## config.mk

```make
export PLATFORM = sky130hd
export DESIGN_NAME = div32_seq
export DESIGN_NICKNAME = d
export VERILOG_FILES = /design/src/rtl/div32_pkg.sv /design/src/rtl/div32_step.sv /design/src/rtl/div32_seq.sv
export SDC_FILE = /design/constraint.sdc
export NUM_CORES = 1
export LEC_CHECK = 0
export CAP_MARGIN = 20
export CORE_MARGIN = 1
export CORE_UTILIZATION = 47
export DETAILED_ROUTE_END_ITERATION = 6
export GPL_ROUTABILITY_DRIVEN = 0
export PLACE_DENSITY = 0.69
export SLEW_MARGIN = 20
export SYNTH_ARGS = -nofsm -noshare
export SYNTH_HDL_FRONTEND = slang
export SYNTH_SLANG_ARGS = --single-unit
export TNS_END_PERCENT = 1
```

## constraint.sdc

```tcl
create_clock -name clk -period 3.9 [get_ports clk]
set_clock_uncertainty 0.15 [all_clocks]
set_input_delay 0.585 -clock clk [delete_from_list [all_inputs] [get_ports clk]]
set_output_delay 0.585 -clock clk [all_outputs]
set_load 0.02 [all_outputs]
```

## src/rtl/div32_pkg.sv

```systemverilog
// Shared types and constants for the sequential 32-bit divider.
package div32_pkg;

  localparam int unsigned XLEN  = 32;
  localparam int unsigned CNT_W = 6;

  typedef enum logic [1:0] {
    IDLE,
    RUN,
    DONE
  } state_t;

  localparam logic [XLEN-1:0] DIV0_QUOT = 32'hFFFF_FFFF;
  localparam logic [XLEN-1:0] INT_MIN   = 32'h8000_0000;
  localparam logic [XLEN-1:0] ONE       = XLEN'(1);

  // Two's-complement magnitude / negation helper: returns -v when neg is set.
  function automatic logic [XLEN-1:0] cond_neg(input logic [XLEN-1:0] v, input logic neg);
    return neg ? (~v + ONE) : v;
  endfunction

endpackage

```

## src/rtl/div32_step.sv

```systemverilog
// One restoring-division step: trial subtract of the divisor magnitude from
// the shifted partial remainder, keeping the difference when it is non-negative.
module div32_step
  import div32_pkg::*;
(
  input  logic [XLEN:0]   rem_shift_i,
  input  logic [XLEN-1:0] dsr_i,
  output logic [XLEN-1:0] rem_next_o,
  output logic            q_bit_o
);

  logic [XLEN:0] dsr_ext;
  logic [XLEN:0] diff;
  logic          keep;

  // 33-bit trial difference formed as a + ~b + 1; its MSB is the sign.
  always_comb begin
    dsr_ext    = {1'b0, dsr_i};
    diff       = rem_shift_i + ~dsr_ext + {{XLEN{1'b0}}, 1'b1};
    keep       = ~diff[XLEN];
    q_bit_o    = keep;
    rem_next_o = keep ? diff[XLEN-1:0] : rem_shift_i[XLEN-1:0];
  end

endmodule

```

## src/rtl/div32_seq.sv

```systemverilog
// Sequential 32-bit restoring divider (DIV/DIVU/REM/REMU, RISC-V semantics).
// Optional macro DIV32_SEQ_EARLY_OUT_EN: divide-by-zero and signed overflow
// skip the iteration phase and go straight from IDLE to DONE.
module div32_seq
  import div32_pkg::*;
(
  input  logic        clk,
  input  logic        rst,
  input  logic        start,
  input  logic        is_signed,
  input  logic [31:0] rs1,
  input  logic [31:0] rs2,
  output logic        busy,
  output logic        valid,
  output logic [31:0] quot,
  output logic [31:0] rem
);

  state_t            state_q;
  logic [CNT_W-1:0]  cnt_q;
  logic [XLEN-1:0]   prem_q;      // partial remainder magnitude
  logic [XLEN-1:0]   dvd_q;       // dividend bits shifting out, quotient bits shifting in
  logic [XLEN-1:0]   dsr_q;       // divisor magnitude
  logic [XLEN-1:0]   rs1_q;       // raw dividend, needed for the divide-by-zero remainder
  logic              q_neg_q;
  logic              r_neg_q;
  logic              div0_q;
  logic              ovf_q;
  logic              busy_q;
  logic              valid_q;
  logic [XLEN-1:0]   quot_q;
  logic [XLEN-1:0]   rem_q;

  logic              rs1_neg_d;
  logic              rs2_neg_d;
  logic              div0_d;
  logic              ovf_d;
  logic [XLEN:0]     rem_shift;
  logic [XLEN-1:0]   rem_next;
  logic              q_bit;
  logic [XLEN-1:0]   quot_d;
  logic [XLEN-1:0]   rem_d;

  // Operand decode at request time: signs and the two special cases.
  always_comb begin
    rs1_neg_d = is_signed & rs1[XLEN-1];
    rs2_neg_d = is_signed & rs2[XLEN-1];
    div0_d    = (rs2 == '0);
    ovf_d     = is_signed & (rs1 == INT_MIN) & (rs2 == '1);
  end

  assign rem_shift = {prem_q, dvd_q[XLEN-1]};

  div32_step u_step (
    .rem_shift_i (rem_shift),
    .dsr_i       (dsr_q),
    .rem_next_o  (rem_next),
    .q_bit_o     (q_bit)
  );

  // Final correction: special cases override, otherwise re-apply the signs.
  always_comb begin
    if (div0_q) begin
      quot_d = DIV0_QUOT;
      rem_d  = rs1_q;
    end else if (ovf_q) begin
      quot_d = INT_MIN;
      rem_d  = '0;
    end else begin
      quot_d = cond_neg(dvd_q, q_neg_q);
      rem_d  = cond_neg(prem_q, r_neg_q);
    end
  end

  // Control FSM with datapath registers and registered outputs.
  always_ff @(posedge clk) begin
    if (rst) begin
      state_q <= IDLE;
      cnt_q   <= '0;
      prem_q  <= '0;
      dvd_q   <= '0;
      dsr_q   <= '0;
      rs1_q   <= '0;
      q_neg_q <= 1'b0;
      r_neg_q <= 1'b0;
      div0_q  <= 1'b0;
      ovf_q   <= 1'b0;
      busy_q  <= 1'b0;
      valid_q <= 1'b0;
      quot_q  <= '0;
      rem_q   <= '0;
    end else begin
      valid_q <= 1'b0;
      unique case (state_q)
        IDLE: begin
          if (start) begin
            prem_q  <= '0;
            dvd_q   <= cond_neg(rs1, rs1_neg_d);
            dsr_q   <= cond_neg(rs2, rs2_neg_d);
            rs1_q   <= rs1;
            q_neg_q <= rs1_neg_d ^ rs2_neg_d;
            r_neg_q <= rs1_neg_d;
            div0_q  <= div0_d;
            ovf_q   <= ovf_d;
            busy_q  <= 1'b1;
`ifdef DIV32_SEQ_EARLY_OUT_EN
            if (div0_d || ovf_d) begin
              cnt_q   <= '0;
              state_q <= DONE;
            end else begin
              cnt_q   <= CNT_W'(XLEN);
              state_q <= RUN;
            end
`else
            cnt_q   <= CNT_W'(XLEN);
            state_q <= RUN;
`endif
          end
        end
        RUN: begin
          prem_q <= rem_next;
          dvd_q  <= {dvd_q[XLEN-2:0], q_bit};
          cnt_q  <= cnt_q - CNT_W'(1);
          if (cnt_q == CNT_W'(1)) begin
            state_q <= DONE;
          end
        end
        DONE: begin
          valid_q <= 1'b1;
          quot_q  <= quot_d;
          rem_q   <= rem_d;
          busy_q  <= 1'b0;
          state_q <= IDLE;
        end
        default: begin
          busy_q  <= 1'b0;
          state_q <= IDLE;
        end
      endcase
    end
  end

  assign busy  = busy_q;
  assign valid = valid_q;
  assign quot  = quot_q;
  assign rem   = rem_q;

endmodule

```

==> summary.log, run 1 <==
INFO  clock_tree     cts_hold_buf=0
INFO  synth          syn_area_per_cell=7.79um2
INFO  power          static-leakage-power=5.40nW
INFO  finish         drive_above_1_share=0.0537
INFO  clock_tree     cts.repair_timing.setup_buffer_count=0
INFO  clock_tree     clock_tree.htree_level_count=1
INFO  clock_tree     clkTransAtPathRegs=0.06ns
INFO  synth          postSynth.topFlopCell=dfxtp_1
INFO  finish         final.fill_count=2368
INFO  worst_setup_path timing.critical_path.fanout_max=30
INFO  worst_setup_path worstSetupEndpointType=flip-flop
INFO  worst_setup_path critical_path_required=4.10ns
INFO  route          drt-total-wl=34.9mm
INFO  route          drt_drc_violations_left=0
INFO  timing         layout_min_cycle_time=3.72ns
INFO  floorplan      die_area=26500um2
INFO  hold_path      timing.hold.worst_path_depth=2
INFO  power          switching_share_of_total_power=0.345
INFO  synth          synthDominantAreaCellType=dfxtp_1
INFO  synth          synth.most_common_cell=dfxtp_1
INFO  clock_tree     clkSinkCount=206
INFO  synth          dominant_combinational_cell_family_by_area_after_synthesis=compound AO/OA/AOI/OAI gates
INFO  synth          yosys-mux-area-fraction=0.0231
INFO  power          share_clk_of_total_power=0.314
INFO  power          total_internal_power=4.44mW
INFO  synth          area_share_of_the_leading_cell_type_in_the_synthesized_netlist=0.339
INFO  finish         nNetsFinal=1750
INFO  global_routing congestion_overflow_gr=0
INFO  synth          synth-compound-area-share=0.240
INFO  power          netSwitchingPower=2.33mW
INFO  placed_design  detailed_place_hpwl=25.8mm
INFO  worst_setup_path timing.critical_path.slowest_stage_cell=o41ai_4
INFO  worst_setup_path worst_ep_arrival_time=3.92ns
INFO  global_routing grt_first_pass_wirelength=55.8mm
INFO  global_routing grt.total_usage=0.261
INFO  timing         finalHoldViolations=0
INFO  synth          postSynthCellCount=1563
INFO  clock_tree     clock_tree.root_cell=clkbuf_16
INFO  synth          synthArstFlopShare=0
INFO  route          wl_per_cell=17.6um
INFO  floorplan      die_width=163um
INFO  power          sequentialPowerShare=0.359
INFO  synth          synth-seq-area-share=0.339
INFO  global_routing first_global_vias=10.8k
INFO  finish         layout-area-overhead-vs-synth=19.3%
INFO  placed_design  io_buffers=133
INFO  timing         setup-violations-final=0
INFO  power          comb_power_share=0.327
INFO  timing         setup_tns=0ns
INFO  worst_setup_path timing_worst_setup_path_type=flip-flop to flip-flop
INFO  timing         whs=0.299ns
INFO  synth          yosys.area_share.adder=0.0417
INFO  route          detailroute.via_count=11.7k
INFO  floorplan      floorplan.io_pins=134
INFO  clock_tree     worst_skew_pair.late_latency=0.51ns
INFO  finish         num_antenna_cells=0
INFO  timing         max_slew_margin=0.252
INFO  timing         rsz0062_at_grt=no
INFO  timing         timing.final.crit_share=0.954
INFO  job            timing.max_cap.violations=0
INFO  synth          synthXorXnorAreaFrac=0.105
INFO  clock_tree     cts-buffers-inserted=24
INFO  power          power_density=466nW/um2
INFO  synth          synth-warning-count=0
INFO  synth          yosys-top-cells-area=dfxtp_1, nand2_1, xnor2_1
INFO  floorplan      initial_core_util=0.482
INFO  floorplan      std_cell_rows=58
INFO  clock_tree     ctsLongestPathBuffers=3
INFO  worst_setup_path worstRegToRegCells=14
INFO  clock_tree     tritoncts=yes
INFO  synth          synth_seq_cells=206
INFO  timing         slew_violations=0
INFO  synth          mappedNetlistArea=12200um2
INFO  synth          synth_enable_flop_cells=0
INFO  global_routing grt_max_degree=125
INFO  worst_setup_path crit_path_start_kind=flip-flop
INFO  floorplan      fp.dieH=163um
INFO  finish         final-instance-count-excl-fill=1988
INFO  run_status     run_status=complete, no violations
INFO  clock_tree     post_cts.resized_instances=0
INFO  route          detail_route.first_pass.iterations=5
INFO  route          number_of_routed_nets_with_antenna_violations=0
INFO  route          route.detailed.vias_per_inst=5.87
INFO  synth          syn-num-nets=1671
INFO  timing         achievable-frequency=269MHz
INFO  power          peakVddDrop=298uV
INFO  floorplan      core_area=25300um2
INFO  hold_path      worstHoldPathType=flip-flop to flip-flop
INFO  synth          post_synth_simple_gate_area=0.200
INFO  synth          netlist-cell-type-count=71
INFO  global_routing grt_antenna_before_repair=0
INFO  worst_setup_path max_stage_delay=0.42ns
INFO  placed_design  numPlacedInstances=1946
INFO  synth          synth_commonest_cells=dfxtp_1, nand2_1, nor2_1
INFO  worst_setup_path timing.critical_path.cells=inv_1 -> ha_1 -> fa_1 -> nand2b_1 -> a21o_1 -> a211o_1 -> nand2_1 -> a21o_2 -> o31ai_2 -> o41ai_4 -> xor2_4 -> buf_12 -> mux2i_1 -> a211oi_1
INFO  route          drtIter0Drc=1088
INFO  timing         tightest_slew=1.12ns
sequential cells by signal (all words and copies together) (netlist names), 2 cells and up:
signal and count:
cnt_q 6, state_q 2, dvd_q 32, quot 32, dsr_q 32, rs1_q 32, prem_q 32, rem 32
through the flow:
step | cell area, um2 | power, mW | setup slack (ns) | utilization
after floorplan | 12200 | 4.07 | 0.450 | -
after global placement | 13800 | 4.61 | 0.286 | 0.546
after detailed placement | 13800 | 4.65 | 0.177 | 0.546
after CTS | 14500 | 6.78 | 0.130 | 0.575
after global routing | 14500 | 7.13 | 0.0117 | 0.575
final | 14500 | 6.77 | 0.180 | 0.575
per-layer routing:
| metal | global-route usage | vias up | routed length, um |
|---|---|---|---|
| li1 | - | 5756 | - |
| met1 | 0.361 | 5449 | 15800 |
| met2 | 0.412 | 391 | 15500 |
| met3 | 0.0334 | 66 | 2350 |
| met4 | 0.100 | 0 | 1210 |
| met5 | 0 | - | 0 |
power groups by stage:
stage          Combinational [mW]  Clock [mW]  Sequential (mW)
6_report                     2.21        2.13             2.43
3_5_place_dp                 2.17           0             2.47
3_3_place_gp                 2.14           0             2.47
5_1_grt                      2.42        2.25             2.45
4_1_cts                      2.19        2.16             2.43
2_1_floorplan                1.65           0             2.41
final timing paths:
path	start	slack, ns	end
worst max-delay path	dvd_q[31]	0.18	prem_q[7]
worst min-delay path	dsr_q[15]	0.30	dsr_q[15]
worst max register to register	dvd_q[31]	0.18	prem_q[7]
worst min register to register	dsr_q[15]	0.30	dsr_q[15]
area by class of cell:
type | instances | area (um2) | area share
Sequential cell | 206 | 4120 | 0.284
Multi-Input combinational cell | 1197 | 7480 | 0.515
Inverter | 53 | 199 | 0.0137
Tap cell | 330 | 413 | 0.0284
Clock buffer | 36 | 707 | 0.0487
Timing Repair Buffer | 160 | 1570 | 0.108
Clock inverter | 6 | 32.5 | 0.00224
kinds of logic (layout without fill, tap and decap cells):
family,count (synthesis),in the layout
AO/OA/AOI/OAI,445,445
XOR/XNOR,145,145
adder cells (fa/ha/maj),40,40
buffers and inverters,160,255
flip-flops,206,206
multiplexers,28,28
AND/OR/NAND/NOR,539,539
cell usage in the layout (no fill, tap or decap), drive strengths merged, types with 6 or more instances in the layout:
cell type / instances
clkbuf: 36
o21ai: 75
inv: 52
buf: 28
nor3: 60
a21o: 20
nand4: 17
dfxtp: 206
a211oi: 39
mux2i: 27
a221oi: 30
nand2: 203
nand3: 13
a21oi: 130
clkinv: 6
nor2: 163
o41ai: 14
nand2b: 14
or3: 13
clkdlybuf4s50: 132
nor2b: 7
nor4: 14
xnor2: 75
a31oi: 8
o31ai: 32
a22oi: 28
a311oi: 8
o22ai: 29
xor2: 70
o211ai: 8
ha: 39
or4: 17
critical path, delay by kind of cell, from the launching register on:
family | cells | cell delay (ns)
xor+xnor | 1 | 0.26
mux | 1 | 0.23
fa+ha+maj | 2 | 0.63
compound gates | 6 | 1.30
simple gates | 2 | 0.32
flops | 1 | 0.31
buf+inv | 2 | 0.34
Power figures use the tool's default switching activity.
==> run 2, diff against run 1 <==
PLACE_DENSITY = 0.77   (was 0.69)
SKIP_LAST_GASP = 1   (was default)
==> run 2 against run 1 <==
Net effect: sequential share of layout area down 0.26 points; largest cell class unchanged; design area is 0.92% higher; via count increased by 0.81%; core utilization grew 0.53 points; critical endpoint unchanged; die area stayed put; highest routed layer is now met5; fmax grew 0.43%; register-to-register slack better by 0.02 ns.
==> summary.log, run 2 (same netlist as run 1, synthesis figures left out) <==
INFO  run_status     run_status=complete, no violations
INFO  route          drtIter0Drc=1067
INFO  floorplan      initial_core_util=0.482
INFO  route          drt_drc_violations_left=0
INFO  clock_tree     ctsLongestPathBuffers=3
INFO  global_routing grt.total_usage=0.254
INFO  worst_setup_path critical_path_required=4.12ns
INFO  timing         timing.final.crit_share=0.950
INFO  floorplan      floorplan.io_pins=134
INFO  hold_path      worstHoldPathType=flip-flop to flip-flop
INFO  timing         layout_min_cycle_time=3.70ns
INFO  power          static-leakage-power=5.47nW
INFO  worst_setup_path timing.critical_path.fanout_max=30
INFO  timing         tightest_slew=0.944ns
INFO  placed_design  detailed_place_hpwl=24.9mm
INFO  timing         setup-violations-final=0
INFO  timing         achievable-frequency=270MHz
INFO  finish         layout-area-overhead-vs-synth=20.5%
INFO  floorplan      std_cell_rows=58
INFO  placed_design  detailed_place.area=13800um2
INFO  finish         most_frequent_cells_in_the_layout=dfxtp_1, nand2_1, nor2_1
INFO  clock_tree     cts_hold_buf=0
INFO  worst_setup_path timing_worst_setup_path_type=flip-flop to flip-flop
INFO  placed_design  io_buffers=133
INFO  power          switching_share_of_total_power=0.326
INFO  route          wl_per_cell=17.1um
INFO  power          peakVddDrop=364uV
INFO  power          total_internal_power=4.78mW
INFO  power          power.total=7.08mW
INFO  power          sequentialPowerShare=0.343
INFO  route          route.detailed.vias_per_inst=5.91
INFO  timing         finalHoldViolations=0
INFO  route          detail_route.first_pass.iterations=7
INFO  worst_setup_path setup.reg_to_reg.worst_slack=0.20ns
INFO  route          detailroute.via_count=11.8k
INFO  worst_setup_path crit_path_start_kind=flip-flop
INFO  floorplan      die_area=26500um2
INFO  global_routing grt_first_pass_wirelength=55.1mm
INFO  worst_setup_path worst_ep_arrival_time=3.92ns
INFO  clock_tree     tritoncts=yes
INFO  floorplan      core_area=25300um2
INFO  timing         slew_violations=0
INFO  clock_tree     clock_tree.htree_level_count=1
INFO  worst_setup_path worstSetupEndpointType=flip-flop
INFO  global_routing grt_antenna_before_repair=2
INFO  power          comb_power_share=0.310
INFO  clock_tree     clkSinkCount=206
INFO  global_routing first_global_vias=10.9k
INFO  timing         rsz0062_at_grt=yes
INFO  job            timing.max_cap.violations=0
INFO  clock_tree     clkTransAtPathRegs=0.06ns
INFO  clock_tree     worst_skew_pair.late_latency=0.52ns
INFO  route          number_of_routed_nets_with_antenna_violations=0
INFO  finish         layout.cell_area.non_filler=14700um2
INFO  finish         drive_above_1_share=0.0567
INFO  power          power_density=483nW/um2
INFO  floorplan      die_width=163um
INFO  power          netSwitchingPower=2.30mW
INFO  global_routing congestion_overflow_gr=0
INFO  floorplan      fp.dieH=163um
INFO  global_routing grt_max_degree=118
INFO  timing         max_slew_margin=0.370
INFO  finish         layout_commonest_cell=dfxtp_1
INFO  clock_tree     cts-buffers-inserted=24
INFO  finish         nNetsFinal=1751
INFO  route          drt-total-wl=34.1mm
INFO  clock_tree     clock_tree.root_cell=clkbuf_16
INFO  power          share_clk_of_total_power=0.347
## run 2: cell types whose count changed in the layout (fill, tap and decap cells not counted)
cell       previous run  this run
buf_6                 0         1
nor2_4                2         1
buf_4                25        26
clkbuf_8              4         5
bufinv_16             0         5
diode_2               0         2
clkbuf_1              7         2
clkinv_2              5         3
buf_12                3         2
nor2_2                1         2
## run 2: what timing repair did
item / in CTS / in global routing
setup buffers: 0 / 0
setup endpoints to repair: 0 / 17
gates resized for setup: 0 / 0
## run 2: layer usage
layer / vias up / track usage / routed length (um) / part of all wire
li1: 5748 / - / - / -
met1: 5475 / 0.344 / 14900 / 0.44
met2: 467 / 0.409 / 15300 / 0.45
met3: 64 / 0.0354 / 2740 / 0.081
met4: 2 / 0.0935 / 1050 / 0.031
met5: - / 0 / 13 / 0.00038
## run 2: worst paths after layout
kind	cells past startpoint	endpoint	from
worst max-delay path	14	prem_q[7]	dvd_q[31]
worst min register to register	2	dsr_q[25]	dsr_q[25]
worst min-delay path	2	dsr_q[25]	dsr_q[25]
worst max register to register	14	prem_q[7]	dvd_q[31]
## run 2: critical path: stages (launching register included)
cell      delay, ns
dfxtp_1        0.31
inv_1          0.08
ha_1           0.24
fa_1           0.40
nand2b_1       0.18
a21o_1         0.19
a211o_1        0.28
nand2_1        0.12
a21o_2         0.20
o31ai_2        0.11
o41ai_4        0.40
xor2_4         0.27
buf_12         0.26
mux2i_1        0.25
a211oi_1       0.10
## run 2: power by group through the flow
stage / combinational, mW / clock [mW] / sequential (mW)
floorplan: 1.65 / 0 / 2.41
global placement: 2.11 / 0 / 2.46
detailed placement: 2.16 / 0 / 2.47
CTS: 2.17 / 2.49 / 2.43
global route: 2.42 / 2.58 / 2.45
finish: 2.19 / 2.46 / 2.43
## run 2: area by class of cell
cell class	instances	area [um2]
fill	2291	10600
inverter	53	199
antenna	2	5.00
multi-input combinational	1197	7470
timing repair buffer	161	1570
clock inverter	9	173
clock buffer	32	702
tap	330	413
sequential	206	4120
## run 2: metrics by stage
step | hold slack, ns | instances | setup TNS [ns] | setup WS [ns] | util
detailed placement | 0.297 | 1947 | 0 | 0.168 | 0.545
finish | 0.303 | 1990 | 0 | 0.196 | 0.580
CTS | 0.305 | 1988 | 0 | 0.144 | 0.580
global route | 0.318 | 1988 | -0.00921 | -0.00921 | 0.580
global placement | 0.292 | 1946 | 0 | 0.277 | 0.545
floorplan | 0.282 | 1563 | 0 | 0.450 | -
